## config.mk

```make
export PLATFORM = sky130hd
export DESIGN_NAME = wm8731_ctrl_writer
export DESIGN_NICKNAME = d
export VERILOG_FILES = /design/src/rtl/wm8731_ctrl_writer.sv
export SDC_FILE = /design/constraint.sdc
export NUM_CORES = 1
export LEC_CHECK = 0
export ABC_AREA = 1
export BUFFER_PORTS_ARGS = -buffer_cell sky130_fd_sc_hd__buf_4
export CAP_MARGIN = 20
export CORE_MARGIN = 1
export CORE_UTILIZATION = 50
export DETAILED_ROUTE_END_ITERATION = 6
export PLACE_DENSITY = 0.82
export SLEW_MARGIN = 25
export SYNTH_ARGS = -nofsm -noshare
export SYNTH_HDL_FRONTEND = slang
export SYNTH_SLANG_ARGS = --single-unit
```

## constraint.sdc

```tcl
create_clock -name clk -period 2.4 [get_ports clk]
set_input_delay 0.48 -clock clk [delete_from_list [all_inputs] [get_ports clk]]
set_output_delay 0.48 -clock clk [all_outputs]
set_load 0.1 [all_outputs]
```

## src/rtl/wm8731_ctrl_writer.sv

```systemverilog
// WM8731 control-port write engine: serialises one 7+9 bit register write as
// a 3-byte two-wire frame (START, dev/W, ACK, byte1, ACK, byte2, ACK, STOP),
// paced by a one-cycle quarter-bit strobe.
module wm8731_ctrl_writer #(
  parameter logic [6:0] DEV_ADDR = 7'b0011010
) (
  input  logic       clk,
  input  logic       reset,
  input  logic       qtick,
  input  logic       start,
  input  logic [6:0] reg_addr,
  input  logic [8:0] reg_data,
  input  logic       sda_in,
  output logic       scl,
  output logic       sda_low,
  output logic       busy,
  output logic       done,
  output logic       ack_err
);

  typedef enum logic [2:0] {IDLE, START, BITS, STOP, DONE} state_t;

  state_t      state;
  logic [1:0]  q;
  logic [4:0]  slot;
  logic [26:0] frame;
  logic [1:0]  sda_sync;
  logic        cur_bit;
  logic        is_ack;

  // ACK positions hold 1 in the frame so the data path releases SDA there.
  assign cur_bit = frame[5'd26 - slot];
  assign is_ack  = (slot == 5'd8) || (slot == 5'd17) || (slot == 5'd26);

  // Two-flop synchroniser for the asynchronous SDA pad input
  always_ff @(posedge clk) begin
    if (reset) sda_sync <= 2'b11;
    else       sda_sync <= {sda_sync[0], sda_in};
  end

  // Frame sequencer; every bus action happens on a quarter tick
  always_ff @(posedge clk) begin
    if (reset) begin
      state   <= IDLE;
      q       <= 2'd0;
      slot    <= 5'd0;
      frame   <= '0;
      scl     <= 1'b1;
      sda_low <= 1'b0;
      busy    <= 1'b0;
      done    <= 1'b0;
      ack_err <= 1'b0;
    end else begin
      case (state)
        IDLE: begin
          // A qtick coincident with start is deliberately not consumed.
          if (start) begin
            frame   <= {DEV_ADDR, 1'b0, 1'b1, reg_addr, reg_data[8], 1'b1,
                        reg_data[7:0], 1'b1};
            busy    <= 1'b1;
            ack_err <= 1'b0;
            q       <= 2'd0;
            slot    <= 5'd0;
            state   <= START;
          end
        end
        START: if (qtick) begin
          q <= q + 2'd1;
          case (q)
            2'd0: begin scl <= 1'b1; sda_low <= 1'b0; end
            2'd2: sda_low <= 1'b1;
            2'd3: begin scl <= 1'b0; slot <= 5'd0; state <= BITS; end
            default: ;
          endcase
        end
        BITS: if (qtick) begin
          q <= q + 2'd1;
          case (q)
            2'd0: begin scl <= 1'b0; sda_low <= ~cur_bit; end
            2'd1: scl <= 1'b1;
            2'd2: begin
              scl <= 1'b1;
              // A NACK is recorded but the frame runs to completion.
              if (is_ack && sda_sync[1]) ack_err <= 1'b1;
            end
            default: begin
              scl <= 1'b0;
              if (slot == 5'd26) state <= STOP;
              else               slot  <= slot + 5'd1;
            end
          endcase
        end
        STOP: if (qtick) begin
          q <= q + 2'd1;
          case (q)
            2'd0: begin scl <= 1'b0; sda_low <= 1'b1; end
            2'd1: scl <= 1'b1;
            2'd2: sda_low <= 1'b0;
            default: begin done <= 1'b1; busy <= 1'b0; state <= DONE; end
          endcase
        end
        DONE: begin
          done  <= 1'b0;
          state <= IDLE;
        end
        default: state <= IDLE;
      endcase
    end
  end

endmodule

```

After elaboration in Yosys (flattened, before gate mapping)
Cells that the tools add are included.

Add/subtract/negate cells: 3. Magnitude comparators: 1. Muxes and demuxes: 47. Equal/unequal tests: 27. Bitwise operators: 1. Reductions and logical operators: 23.

Operators with widths (count): 5-bit 2-to-1 mux (6); 3-bit 2-to-1 mux (8); 2-bit != test (second input constant) (12); 1-bit 2-to-1 mux (18); 5-bit case mux with 3 select lines (1); 1-bit case mux with 2 select lines (7); 7-bit AND reduction (2); 3-bit != test (second input constant) (4); 3-bit case mux with 4 select lines (1); 5-bit == test (second input constant) (2); 8-bit AND reduction (1); 2-bit nonzero test (4); 3-bit by 2-bit == test with 1-bit output (second input constant) (2); 5-bit by 6-bit < comparator with 1-bit output (second input constant) (1); 1-bit case mux with 3 select lines (2); 3-bit AND reduction (2); 6-bit AND reduction (1); 3-bit nonzero test (2); 3-bit OR reduction (2); 5-bit by 1-bit adder with 5-bit output (second input constant) (1); 1-bit binary-select mux with 5-bit select (1); 5-bit by 4-bit == test with 1-bit output (second input constant) (1); 5-bit AND reduction (1); 5-bit subtractor (first input constant) (1); other kinds (16) (19).

Register bits after elaboration: 36. Output and inout port bits: 5. Word-level logic and storage cells: 112. Input port bits: 21.

Longest topological paths before layout
Depth after elaboration: 8. Mapped depth: 12. Mapped depth without buffers: 11.

Worst setup path before layout
No wires, ideal clock.

Kind: register to register. Start: reg slot[0]. End: reg sda_low. Required time: 2.329 ns. Clock period less this slack: 1.737 ns. Arrival time: 1.666 ns. Path buffers: 1. Library setup time: 0.071 ns. Setup slack: 0.663 ns. Stages on the path, launching flop included: 13. Path through: dfxtp_1 -> inv_1 -> buf_2 -> ha_1 -> inv_1 -> nand3_1 -> nand2_1 -> nand2_1 -> nand3_1 -> nand2_1 -> nand2_1 -> nand3_1 -> a21oi_1.

Word-level cells in the longest chain between the ends: 7.

Ends and longest elaborated chain: start: declaration (RTL line 25) `logic [4:0] slot;`; start signal: assignment (RTL line 89) `else slot <= slot + 5'd1;`; 5-bit subtractor (RTL line 32) `assign cur_bit = frame[5'd26 - slot];`; 1-bit binary-select mux with 5-bit select (RTL line 32); 1-bit 2-to-1 mux (not written as such) (RTL line 32); 1-bit NOT (RTL line 79) `2'd0: begin scl <= 1'b0; sda_low <= ~cur_bit; end`; 1-bit 2-to-1 mux (RTL line 78) `case (q)`; 1-bit 2-to-1 mux (RTL line 76) `BITS: if (qtick) begin`; 1-bit case mux with 3 select lines (RTL line 54) `case (state)`; end signal: assignment (RTL line 49) `sda_low <= 1'b0;`; end signal: assignment (RTL line 71) `2'd2: sda_low <= 1'b1;`; end signal: assignment (RTL line 79); end: declaration (RTL line 15) `output logic sda_low,`.

Every way passes these cells. The select of a mux whose other input is x is not followed. A chain may end at the register's enable or synchronous reset.

Final worst setup path
Ends and elaborated chain as after synthesis.

==> results by group <==
Placement
  – DP Wirelength: 3037 um
  – IO buf count: 25
  – RePlAce Congestion: about 0.90

Timing
  – Worst-Margin Slew: ~560 ps
  – Fin crit share: 77.37%
  – RSZ-0062 raised after global routing: false
  – Layout Skew: 4.623 ps
  – Final Max Slew Viols: 0
  – Period minus WS final: 1857 ps
  – Max-Slew Margin vs Limit: between 60% and 70%
  – Final setup TNS: 0 ps
  – Setup violators final: 0
  – Fmax: 0.5385 GHz
  – Final hold violation count: 0

Logic synthesis
  – Largest family of logic cells by synthesized area: simple AND/OR/NAND/NOR gates
  – Synth Area in Adders: 5.685%
  – Simple-gate portion of the synthesized area: approximately 28%
  – Asr flop ratio synth: 0%
  – Mapped Avg Cell Area: 7.176 um2
  – Netlist cell types: 34
  – Synth Area in XOR/XNOR: 1.769%
  – Primary FF master, synth: dfxtp_1
  – Synth warn: 0
  – Syn nets: 306
  – Sequential area share after synthesis: 34.37%
  – Mux contribution to synthesized area: 0%
  – Post-synthesis register bit count: 34
  – Synth Instances: 276
  – Post-synthesis compound-gate area fraction: 19.58%
  – Number of synthesized flops with an enable pin: 0
  – Syn Std Cell Area: a little under 2000 um2

Pwr
  – Sequential share of power: 31.1%
  – Power, Total: 0.002406 W
  – Psw: 0.001039 W
  – Worst vdd ir: 0.7644 mV
  – Static Leak: 1.011 nW
  – P per Cell Area: 1041 nW/um2
  – Combinational power share: 46.8%
  – Power Internal: ~0.0014 W
  – Sw frac: a little over two fifths
  – Clock power frac: 22.1%

Setup path
  – Reg-to-Reg Start: slot[0]
  – CP Class: reg2reg
  – Register-to-Register Path Depth: 11
  – Reg2reg setup slack: approximately 540 ps
  – CP required: between 2000 and 3000 ps
  – CP Launch Type: flip-flop
  – FF-to-FF End: sda_low
  – WP data arrival: 2070 ps
  – Largest fanout on the critical path: 13
  – Critical Path Sink Type: flip-flop

Clock tree
  – Post-CTS sizing: 0
  – CTS Hold Bufs: 0
  – H-tree depth: 2
  – Clk buf depth: 2
  – Worst skew pair latency: 280 ps
  – CTS tree: done
  – Clock transition at the registers of the reported paths: 70 ps
  – Clk sinks: 34
  – Root buf cell: clkbuf_8
  – CTS buffer count: 5
  – Postcts setup bufs: 0

Cells and area
  – Most common cell after layout, fill and taps aside: nand2_1
  – Nets: 330
  – Layout area overhead: 16.61%
  – Ant. Diodes: 0
  – Filler instances: 367
  – Share of post-route cells with drive strength above 1: 21.00%
  – Most frequent cells in the layout: nand2_1 (55), inv_1 (39), dfxtp_1 (34)

Drt
  – Antenna-violating nets left: 0
  – Detailed-route via count: between 1500 and 2000
  – DR iter-0 viols: 56
  – Drt first pass iters: 4
  – Vias per cell: 5.026
  – Routed wire length: 4024 um
  – # DRC: 0
  – Wirelength per Cell: 11.56 um

Global route
  – Largest net degree at the start of global routing: 35
  – Vias in the first global route: 1574
  – GRT Total Usage: 21.26%
  – Grt total ovfl: 0
  – First-pass GRT wire length: 6948 um
  – Initial antenna violation count: 0

Outcome
  – Status: finished clean

Floorplanning
  – Die H: 64.94 um
  – Die Width: 64.94 um
  – Initial Util: 52.91%
  – Io pins: 26
  – CORE AREA: 3744 um2
  – Die ar.: 4217 um2
  – FP Rows: 22

Min path
  – Worst hold path type: in2reg
  – Worst Hold Path EP: sda_sync[0]
  – Hold depth: 2
  – Worst Min Path Start: sda_in

Run
  – MaxCap Viol Count: 0
-- cells in the mapped netlist (2+ instances only) --
master | instances | area [um2]
nor2_1 | 10 | 37.54
nand2_1 | 55 | 206.5
dfxtp_1 | 34 | 680.7
a21oi_1 | 28 | 140.1
nor3_2 | 2 | 20.02
buf_2 | 3 | 15.01
a21oi_4 | 2 | 32.53
xor2_1 | 4 | 35.03
buf_1 | 2 | 7.510
inv_2 | 3 | 11.26
a21oi_2 | 2 | 17.52
nor2_2 | 4 | 25.02
nand3_1 | 27 | 135.1
or2_2 | 2 | 12.51
nand4_1 | 3 | 18.77
a211oi_2 | 2 | 25.02
o21ai_0 | 22 | 110.1
nand2_2 | 4 | 25.02
o21ai_1 | 2 | 10.01
ha_1 | 9 | 112.6
nor2_4 | 3 | 33.78
inv_1 | 39 | 146.4
clkbuf_1 | 3 | 11.26
-- how the worst max path moves through the flow --
stage | start | endpoint | slack, ps
6_report | slot[0] | sda_low | 540
5_1_grt | slot[0] | sda_low | 360
4_1_cts | slot[0] | sda_low | 560
3_5_place_dp | slot[0] | sda_low | 590
3_3_place_gp | slot[0] | sda_low | 680
2_1_floorplan | slot[0] | sda_low | 660
-- cell type report --
cell class	count	area, um2	area share, %
flip-flops and latches	34	680.7	29.47
clock inverters	1	30.03	1.300
inverters	42	157.7	6.826
clock buffers	6	82.58	3.575
repair buffers	27	202.7	8.776
well taps	48	60.06	2.600
multi-input cells	190	1096	47.45
-- power groups by stage --
stage / logic (W) / registers (W) / clock network [W]
floorplan: 0.000793 / 0.000867 / 0
global placement: 0.00110 / 0.000758 / 0
detailed placement: 0.00112 / 0.000760 / 0
CTS: 0.00113 / 0.000749 / 0.000541
global route: 0.00125 / 0.000760 / 0.000566
finish: 0.00113 / 0.000748 / 0.000533
-- through the flow --
step,setup slack [ps],hold slack [ps],instances,instance area [um2],util (%)
2_1_floorplan,663.2,389.5,276,1981,-
3_3_place_gp,682.0,396.2,341,2197,58.69
3_5_place_dp,586.8,396.2,341,2197,58.69
4_1_cts,563.3,372.4,348,2310,61.70
5_1_grt,358.7,370.9,348,2310,61.70
6_report,543.1,378.0,348,2310,61.70
-- cells by family (layout without fill, tap and decap cells) --
logic type	after synthesis	after routing
xor gates and xnor gates	4	4
AOI/OAI and AO/OA	63	63
and+or+nand+nor	114	114
adders and majority gates	9	9
DFF	34	34
buffers and inverters	52	76
-- metal layers --
layer  part of all wire (%)  up-vias  global-route usage (%)
met2                     46       33                   34.24
met3                    4.3        4                   5.282
met5                      0        -                       0
met4                   0.77        0                   5.000
li1                       -      935                       -
met1                     49      777                   28.26
-- sequential cells by signal, indices dropped and copies added, names as in the netlist --
| name | cells |
|---|---|
| ack_err | 1 |
| busy | 1 |
| done | 1 |
| frame | 17 |
| q | 2 |
| scl | 1 |
| sda_low | 1 |
| sda_sync | 2 |
| slot | 5 |
| state | 3 |
-- worst max-delay path: stages, from the launching register on --
cell and delay [ps]:
dfxtp_1 310, inv_1 310, ha_1 390, inv_1 190, nand3_1 110, nand2_1 80, nand2_1 50, nand3_1 80
nand2_1 50, nand2_1 50, nand3_1 60, a21oi_1 120
Note: power is estimated with default switching activity, not from simulation.
